===== config.mk =====
export PLATFORM = sky130hd
export DESIGN_NAME = bp_cfg_sequencer
export DESIGN_NICKNAME = d
export VERILOG_FILES = /design/src/rtl/bp_cfg_sequencer.sv
export SDC_FILE = /design/constraint.sdc
export NUM_CORES = 1
export LEC_CHECK = 0
export CORE_ASPECT_RATIO = 1.75
export CORE_UTILIZATION = 48
export CTS_BUF_LIST = sky130_fd_sc_hd__clkbuf_8 sky130_fd_sc_hd__clkbuf_16
export CTS_CLUSTER_DIAMETER = 30
export CTS_CLUSTER_SIZE = 30
export DETAILED_ROUTE_END_ITERATION = 16
export PLACE_DENSITY = 0.86
export SYNTH_ARGS = -nofsm -noshare
export SYNTH_HDL_FRONTEND = slang
export SYNTH_SLANG_ARGS = --single-unit

===== constraint.sdc =====
create_clock -name clk_i -period 2.8 [get_ports clk_i]
set_input_delay 0.56 -clock clk_i [delete_from_list [all_inputs] [get_ports clk_i]]
set_output_delay 0.56 -clock clk_i [all_outputs]
set_load 0.05 [all_outputs]

===== src/rtl/bp_cfg_sequencer.sv =====
// Boot-time configuration sequencer. After a start pulse it walks every core
// in order and, for each one, freezes the core, puts its CCE into uncached
// mode, copies the CCE microcode from a synchronous ROM into the CCE
// instruction RAM, restores normal CCE mode and unfreezes the core.
// All outputs are decoded from the registered state, so they are already
// zero in the cycle after a reset. They also hold steady while the cfg
// sink stalls.
module bp_cfg_sequencer #(
    parameter int num_core_p              = 1,
    parameter int cfg_core_width_p        = 8,
    parameter int cfg_addr_width_p        = 16,
    parameter int cfg_data_width_p        = 32,
    parameter int num_cce_instr_ram_els_p = 256,
    parameter int cce_instr_width_p       = 64,
    localparam int idx_w  = (num_cce_instr_ram_els_p > 1) ? $clog2(num_cce_instr_ram_els_p) : 1,
    localparam int core_w = (num_core_p > 1) ? $clog2(num_core_p) : 1
) (
    input  logic                         clk_i,
    input  logic                         reset_i,
    input  logic                         start_i,

    output logic                         rom_v_o,
    output logic [idx_w-1:0]             rom_addr_o,
    input  logic [cce_instr_width_p-1:0] rom_data_i,

    output logic                         cfg_v_o,
    output logic [cfg_core_width_p-1:0]  cfg_core_o,
    output logic [cfg_addr_width_p-1:0]  cfg_addr_o,
    output logic [cfg_data_width_p-1:0]  cfg_data_o,
    input  logic                         cfg_ready_i,

    output logic                         busy_o,
    output logic                         done_o
);

    localparam logic [3:0] S_IDLE      = 4'd0;
    localparam logic [3:0] S_FREEZE    = 4'd1;
    localparam logic [3:0] S_MODE_UC   = 4'd2;
    localparam logic [3:0] S_ROM_RD    = 4'd3;
    localparam logic [3:0] S_ROM_CAP   = 4'd4;
    localparam logic [3:0] S_WR_LO     = 4'd5;
    localparam logic [3:0] S_WR_HI     = 4'd6;
    localparam logic [3:0] S_MODE_NORM = 4'd7;
    localparam logic [3:0] S_UNFREEZE  = 4'd8;
    localparam logic [3:0] S_DONE      = 4'd9;

    localparam logic [cfg_addr_width_p-1:0] ADDR_FREEZE = cfg_addr_width_p'(16'h0001);
    localparam logic [cfg_addr_width_p-1:0] ADDR_MODE   = cfg_addr_width_p'(16'h0002);
    localparam logic [cfg_addr_width_p-1:0] ADDR_INSTR  = cfg_addr_width_p'(16'h8000);

    localparam logic [idx_w-1:0]  IDX_LAST  = idx_w'(num_cce_instr_ram_els_p - 1);
    localparam logic [core_w-1:0] CORE_LAST = core_w'(num_core_p - 1);

    localparam logic [cfg_data_width_p-1:0] DATA_ONE = cfg_data_width_p'(1);

    logic [3:0]                   state_r;
    logic [core_w-1:0]            core_r;
    logic [idx_w-1:0]             idx_r;
    logic [cce_instr_width_p-1:0] instr_r;
    logic                         hs;

    // A cfg write retires only when valid and ready meet.
    assign hs = cfg_v_o & cfg_ready_i;

    // Sequencer state, core/entry counters and captured microcode word.
    always_ff @(posedge clk_i) begin
        if (reset_i) begin
            state_r <= S_IDLE;
            core_r  <= '0;
            idx_r   <= '0;
            instr_r <= '0;
        end else begin
            case (state_r)
                S_IDLE, S_DONE: begin
                    if (start_i) begin
                        state_r <= S_FREEZE;
                        core_r  <= '0;
                        idx_r   <= '0;
                    end
                end
                S_FREEZE:    if (hs) state_r <= S_MODE_UC;
                S_MODE_UC:   if (hs) state_r <= S_ROM_RD;
                S_ROM_RD:    state_r <= S_ROM_CAP;
                S_ROM_CAP: begin
                    // ROM data is valid exactly one cycle after the read.
                    instr_r <= rom_data_i;
                    state_r <= S_WR_LO;
                end
                S_WR_LO:     if (hs) state_r <= S_WR_HI;
                S_WR_HI: begin
                    if (hs) begin
                        if (idx_r == IDX_LAST) begin
                            idx_r   <= '0;
                            state_r <= S_MODE_NORM;
                        end else begin
                            idx_r   <= idx_r + idx_w'(1);
                            state_r <= S_ROM_RD;
                        end
                    end
                end
                S_MODE_NORM: if (hs) state_r <= S_UNFREEZE;
                S_UNFREEZE: begin
                    if (hs) begin
                        if (core_r == CORE_LAST) begin
                            state_r <= S_DONE;
                        end else begin
                            core_r  <= core_r + core_w'(1);
                            state_r <= S_FREEZE;
                        end
                    end
                end
                default:     state_r <= S_IDLE;
            endcase
        end
    end

    // Output decode: every field is zero unless its strobe is asserted.
    always_comb begin
        rom_v_o    = 1'b0;
        rom_addr_o = '0;
        cfg_v_o    = 1'b0;
        cfg_addr_o = '0;
        cfg_data_o = '0;
        case (state_r)
            S_FREEZE: begin
                cfg_v_o    = 1'b1;
                cfg_addr_o = ADDR_FREEZE;
                cfg_data_o = DATA_ONE;
            end
            S_MODE_UC: begin
                cfg_v_o    = 1'b1;
                cfg_addr_o = ADDR_MODE;
            end
            S_ROM_RD: begin
                rom_v_o    = 1'b1;
                rom_addr_o = idx_r;
            end
            S_WR_LO: begin
                cfg_v_o    = 1'b1;
                cfg_addr_o = ADDR_INSTR | cfg_addr_width_p'({idx_r, 1'b0});
                cfg_data_o = instr_r[cfg_data_width_p-1:0];
            end
            S_WR_HI: begin
                cfg_v_o    = 1'b1;
                cfg_addr_o = ADDR_INSTR | cfg_addr_width_p'({idx_r, 1'b1});
                cfg_data_o = instr_r[2*cfg_data_width_p-1:cfg_data_width_p];
            end
            S_MODE_NORM: begin
                cfg_v_o    = 1'b1;
                cfg_addr_o = ADDR_MODE;
                cfg_data_o = DATA_ONE;
            end
            S_UNFREEZE: begin
                cfg_v_o    = 1'b1;
                cfg_addr_o = ADDR_FREEZE;
            end
            default: ;
        endcase
    end

    assign cfg_core_o = cfg_v_o ? cfg_core_width_p'(core_r) : '0;
    assign busy_o     = (state_r != S_IDLE) && (state_r != S_DONE);
    assign done_o     = (state_r == S_DONE);

endmodule


; After elaboration in Yosys (flattened, before gate mapping)
; Index checks and enable logic that the tools add are counted.
[word_totals]
reg_bits = 77
output_inout_bits = 68
[op_classes]
addsub = 2
n_eq_ne = 18
muxes = 24
n_bitwise = 1
reduce_logical = 13
[op_table]
columns = op, n
row1 = 32-bit case mux with 3 select lines, 1
row2 = 16-bit case mux with 4 select lines, 1
row3 = 4-bit case mux with 9 select lines, 1
row4 = 4-bit two-way mux, 8
row5 = 8-bit two-way mux, 4
row6 = 4-bit by 3-bit equality test with 1-bit output (second input constant), 4
row7 = 8-bit case mux with 2 select lines, 1
row8 = 2-bit inequality test (second input constant), 7
row9 = 8-bit by 1-bit adder with 8-bit output (second input constant), 1
row10 = 4-bit by 2-bit equality test with 1-bit output (second input constant), 2
row11 = 4-bit equality test (second input constant), 2
row12 = 8-bit equality test (second input constant), 1
row13 = 2-bit OR reduction, 4
row14 = 7-bit AND reduction, 1
row15 = 1-bit two-way mux, 6
row16 = 3-bit AND reduction, 2
row17 = 6-bit OR reduction, 1
row18 = 4-bit by 1-bit equality test with 1-bit output (second input constant), 1
row19 = 4-bit logical NOT, 1
row20 = 4-bit inequality test (second input constant), 1
row21 = 2-bit nonzero test, 2
row22 = 4-bit nonzero test, 1
row23 = 3-bit two-way mux, 1
row24 = 1-bit case mux with 2 select lines, 1
row25 = 3 further kinds, 3

; Longest topological paths before layout
[depth]
depth_word = 6
ltp_mapped = 7
ltp_nobuf = 5

; Worst setup path after synthesis
; Ideal clock, no wire load.
[synth_path]
path_kind = register to output
from = reg state_r[1]
to = out cfg_data_o[0]
t_arrival_ns = 2.379
t_required_ns = 2.240
path_slack_ns = -0.139
path_stages_with_launch = 5
n_path_buf = 2
path_cell_list = dfxtp_1 > buf_2 > clkbuf_1 > a21oi_1 > nor4_1
[synth_between]
elab_chain_len = 3
elab_cells_between_ends = 6
[synth_lines]
columns = item, line_no
row1 = start: declaration, 56  ; logic [3:0] state_r;
row2 = start signal: assignment, 68  ; state_r <= S_IDLE;
row3 = start signal: assignment, 76  ; state_r <= S_FREEZE;
row4 = start signal: assignment, 81  ; S_FREEZE: if (hs) state_r <= S_MODE_UC;
row5 = 4-bit by 3-bit equality test with 1-bit output or 4-bit by 1-bit equality test with 1-bit output (tied branches), 124  ; case (state_r)
row6 = 2-bit OR reduction (no source line), -
row7 = 32-bit case mux with 3 select lines *, 124
row8 = end: declaration, 29  ; output logic [cfg_data_width_p-1:0] cfg_data_o,
; Mark *: on every way between the ends. The rest lies on a longest branch, timed or not.

; Worst setup path after layout
[layout_path]
from = reg state_r[0]
to = out cfg_data_o[5]
; Same word-level chain as after synthesis.

==> run metrics <==
Slew headroom=roughly three fifths; Core Region=~7300 um2; Register-to-Register Path Depth=6; met1 Resource Use GR=32.2%; first-pass GRT wire length=roughly 17 mm; Hold WC Path Type=reg2reg; io pins=136; min Tclk post-route=about 2700 ps; antenna cells=0; overall routing resource usage=28.2%; Worst Path Required=between 2000 and 2500 ps; kind of critical path=reg2out; DRT Wirelength=10.5 mm; Static Leak=~2 nW; worst vdd ir=0.444 mV; vias in the first global route=about 3,600; post-route clock period utilization=between 90% and 100%; Max Cap Viol=0; crit path DAT=approximately 2100 ps; clock root cell=clkbuf_16; Slew @ Worst Pin=around 620 ps; post-DP HPWL=7.36 mm; end of the worst register-to-register path=idx_r[7]; setup TNS=0 ps; total gr overflow=0; Die Area=8010 um2; DRC viols=0; Via density=approximately 5.6; synthesized flop and latch total=76; area delta synth->final=50.7%; final hold vios=0; Final Net Count=650; Hold Crit Endpoint=instr_r[56]; largest net degree at the start of global routing=47; Worst-Skew Late Latency=330 ps; Syn Inst Count=about 470; grt peak-use layer=met2; # fillers=531; 1st-iter DRT viols=355; Power Density=about 500 nW/um2; CTS buffer count=9; Max Clk Rate=approximately 370 MHz; CTS tree=built; layout cell share with drive strength beyond 1=between 10% and 20%; synthesized area per cell=7.74 um2; met3 Use GR=around 6.2%; Seq/Total Area, Yosys=between 40% and 50%; die height=about 120 um; DRT Pass-1 Iters=5; Placer Congestion=between 0.8 and 0.9; CTS Buffer Depth=2; Async SR Flop Fraction=0%; Routed Antenna Nets=0; unrepaired setup endpoints after global routing=no; run status=complete, no violations; die width=approximately 70 um; initial antenna violation count=0; num rows=between 40 and 50; Layout Skew=around 5.8 ps; Netlist cell types=46; RR Startpoint=state_r[0]; Critical Path End Type=primary output; startpoint types=flop; Hold Worst Slack=between 400 and 500 ps; commonest register cell after synthesis=dfxtp_1; number of synthesized flops with an enable pin=0; synthesized area=around 3700 um2; CTS sink cnt=76; routed len/inst=15.6 um; M2 GR Usage=a little under half; Yosys warning count=0; cell depth of the worst hold path=2; Worst R2R Setup Slack=roughly 550 ps; # setup viols final=0; port bufs=roughly 120; final slew viol count=0; routed vias=between 3,000 and 4,000; Starting Density=just over 50%; H-tree levels=3; clock slew seen by the registers of the worst setup and hold paths=50 ps; Post-CTS Setup Bufs=0; Min-Delay Startpoint=instr_r[56]; Worst Path Max Fanout=14
-- per-stage QoR --
stage | area [um2] | setup slack, ps | util (%) | total power [mW] | std cells
after detailed placement | 5190 | 408 | 71.2 | 1.45 | 656
after global routing | 5530 | 14.1 | 75.9 | 2.80 | 672
after floorplan | 3720 | 226 | - | 1.33 | 487
after global placement | 5190 | 468 | 71.2 | 1.45 | 656
after CTS | 5530 | 46.5 | 75.9 | 2.73 | 672
final | 5530 | 119 | 75.9 | 2.71 | 672
-- report_power, final --
group | leakage, nW | total, mW | switching, mW | internal [mW]
logic | 1.23 | 0.326 | 0.187 | 0.139
clock network | 0.169 | 1.27 | 0.423 | 0.850
registers | 0.613 | 1.11 | 0.0162 | 1.09
total | 2.01 | 2.71 | 0.626 | 2.08
-- Yosys cell counts, drive strengths merged (4+ instances only) --
| library cell | instances | share of area, % |
|---|---|---|
| nor2b | 8 | 1.4 |
| or2 | 4 | 0.68 |
| a22o | 31 | 7.4 |
| o21ai | 5 | 0.78 |
| dfxtp | 76 | 41 |
| nand2 | 136 | 14 |
| nor2 | 15 | 1.5 |
| nand3 | 5 | 0.68 |
| nor3 | 5 | 0.99 |
| a21oi | 76 | 10 |
| nand2b | 7 | 1.3 |
| a22oi | 6 | 1.2 |
| buf | 38 | 7.2 |
| o32ai | 4 | 1.2 |
| or3 | 4 | 0.68 |
| o22ai | 4 | 0.68 |
| clkbuf | 11 | 1.1 |
| inv | 6 | 0.61 |
| and2 | 7 | 1.2 |
-- state kept, by name (all words and copies together), names as in the netlist --
name	cells
instr_r	64
idx_r	8
state_r	4
-- layout by cell type (no fill, tap or decap), types with 2 or more instances in the layout --
| master | instances |
|---|---|
| nand2_1 | 136 |
| a21oi_1 | 76 |
| dfxtp_1 | 74 |
| clkdlybuf4s50_1 | 67 |
| buf_12 | 40 |
| a22o_1 | 31 |
| buf_4 | 24 |
| conb_1 | 14 |
| nor2_1 | 13 |
| clkbuf_16 | 9 |
| nor2b_1 | 8 |
| and2_1 | 7 |
| inv_1 | 6 |
| a22oi_1 | 6 |
| nand2b_1 | 5 |
| nand3_1 | 5 |
| o22ai_1 | 4 |
| nor3_1 | 4 |
| or2_2 | 4 |
| or3_1 | 4 |
| o21ai_0 | 3 |
| and3_1 | 3 |
| o32ai_1 | 3 |
| clkbuf_8 | 3 |
| nand2b_2 | 2 |
| nor2_2 | 2 |
| nand4_1 | 2 |
| nand3b_1 | 2 |
| o21a_1 | 2 |
| clkinv_2 | 2 |
| bufinv_16 | 2 |
| dfxtp_2 | 2 |
-- layout make-up --
| type | count | area (um2) | area share, % |
|---|---|---|---|
| Clock buffer | 12 | 267 | 4.82 |
| Clock inverter | 4 | 70.1 | 1.27 |
| Inverter | 6 | 22.5 | 0.407 |
| Multi-Input combinational cell | 356 | 1880 | 34.1 |
| Sequential cell | 76 | 1520 | 27.6 |
| Tap cell | 86 | 108 | 1.95 |
| Timing Repair Buffer | 132 | 1660 | 29.9 |
-- critical path: stages, from the launching register on --
cell,delay [ps]
dfxtp_1,390
buf_4,220
and4bb_1,530
buf_4,300
a22o_1,210
buf_12,150
-- metal layers --
metal	share of wire [%]	wire, um
met1	37	3880
met2	53	5530
met3	6.0	626
met5	0	0
met4	4.5	478
-- repair_timing --
action / CTS / global route
hold buffers: 0 / 0
setup endpoints to repair: 0 / 35
gates resized for setup: 0 / 3
endpoints found under the hold margin: 0 / 0
-- how the worst max path moves through the flow --
stage,slack (ps),cells after the start,from,to
floorplan,230,4,state_r[2],rom_addr_o[0]
global placement,470,3,state_r[1],cfg_addr_o[1]
detailed placement,410,5,state_r[0],cfg_addr_o[7]
CTS,50,5,state_r[0],cfg_addr_o[7]
global route,10,5,state_r[0],cfg_data_o[26]
finish,120,5,state_r[0],cfg_data_o[5]
-- cells by family after synthesis --
kind of cell | share of synthesized area (%)
other | 0.102
muxes | 0.273
adders and majority gates | 0.341
and+or+nand+nor | 25.1
AOI/OAI and AO/OA | 23.8
DFF | 41.5
buffers and inverters | 8.90
No activity file was read; power rests on OpenSTA's default activity.
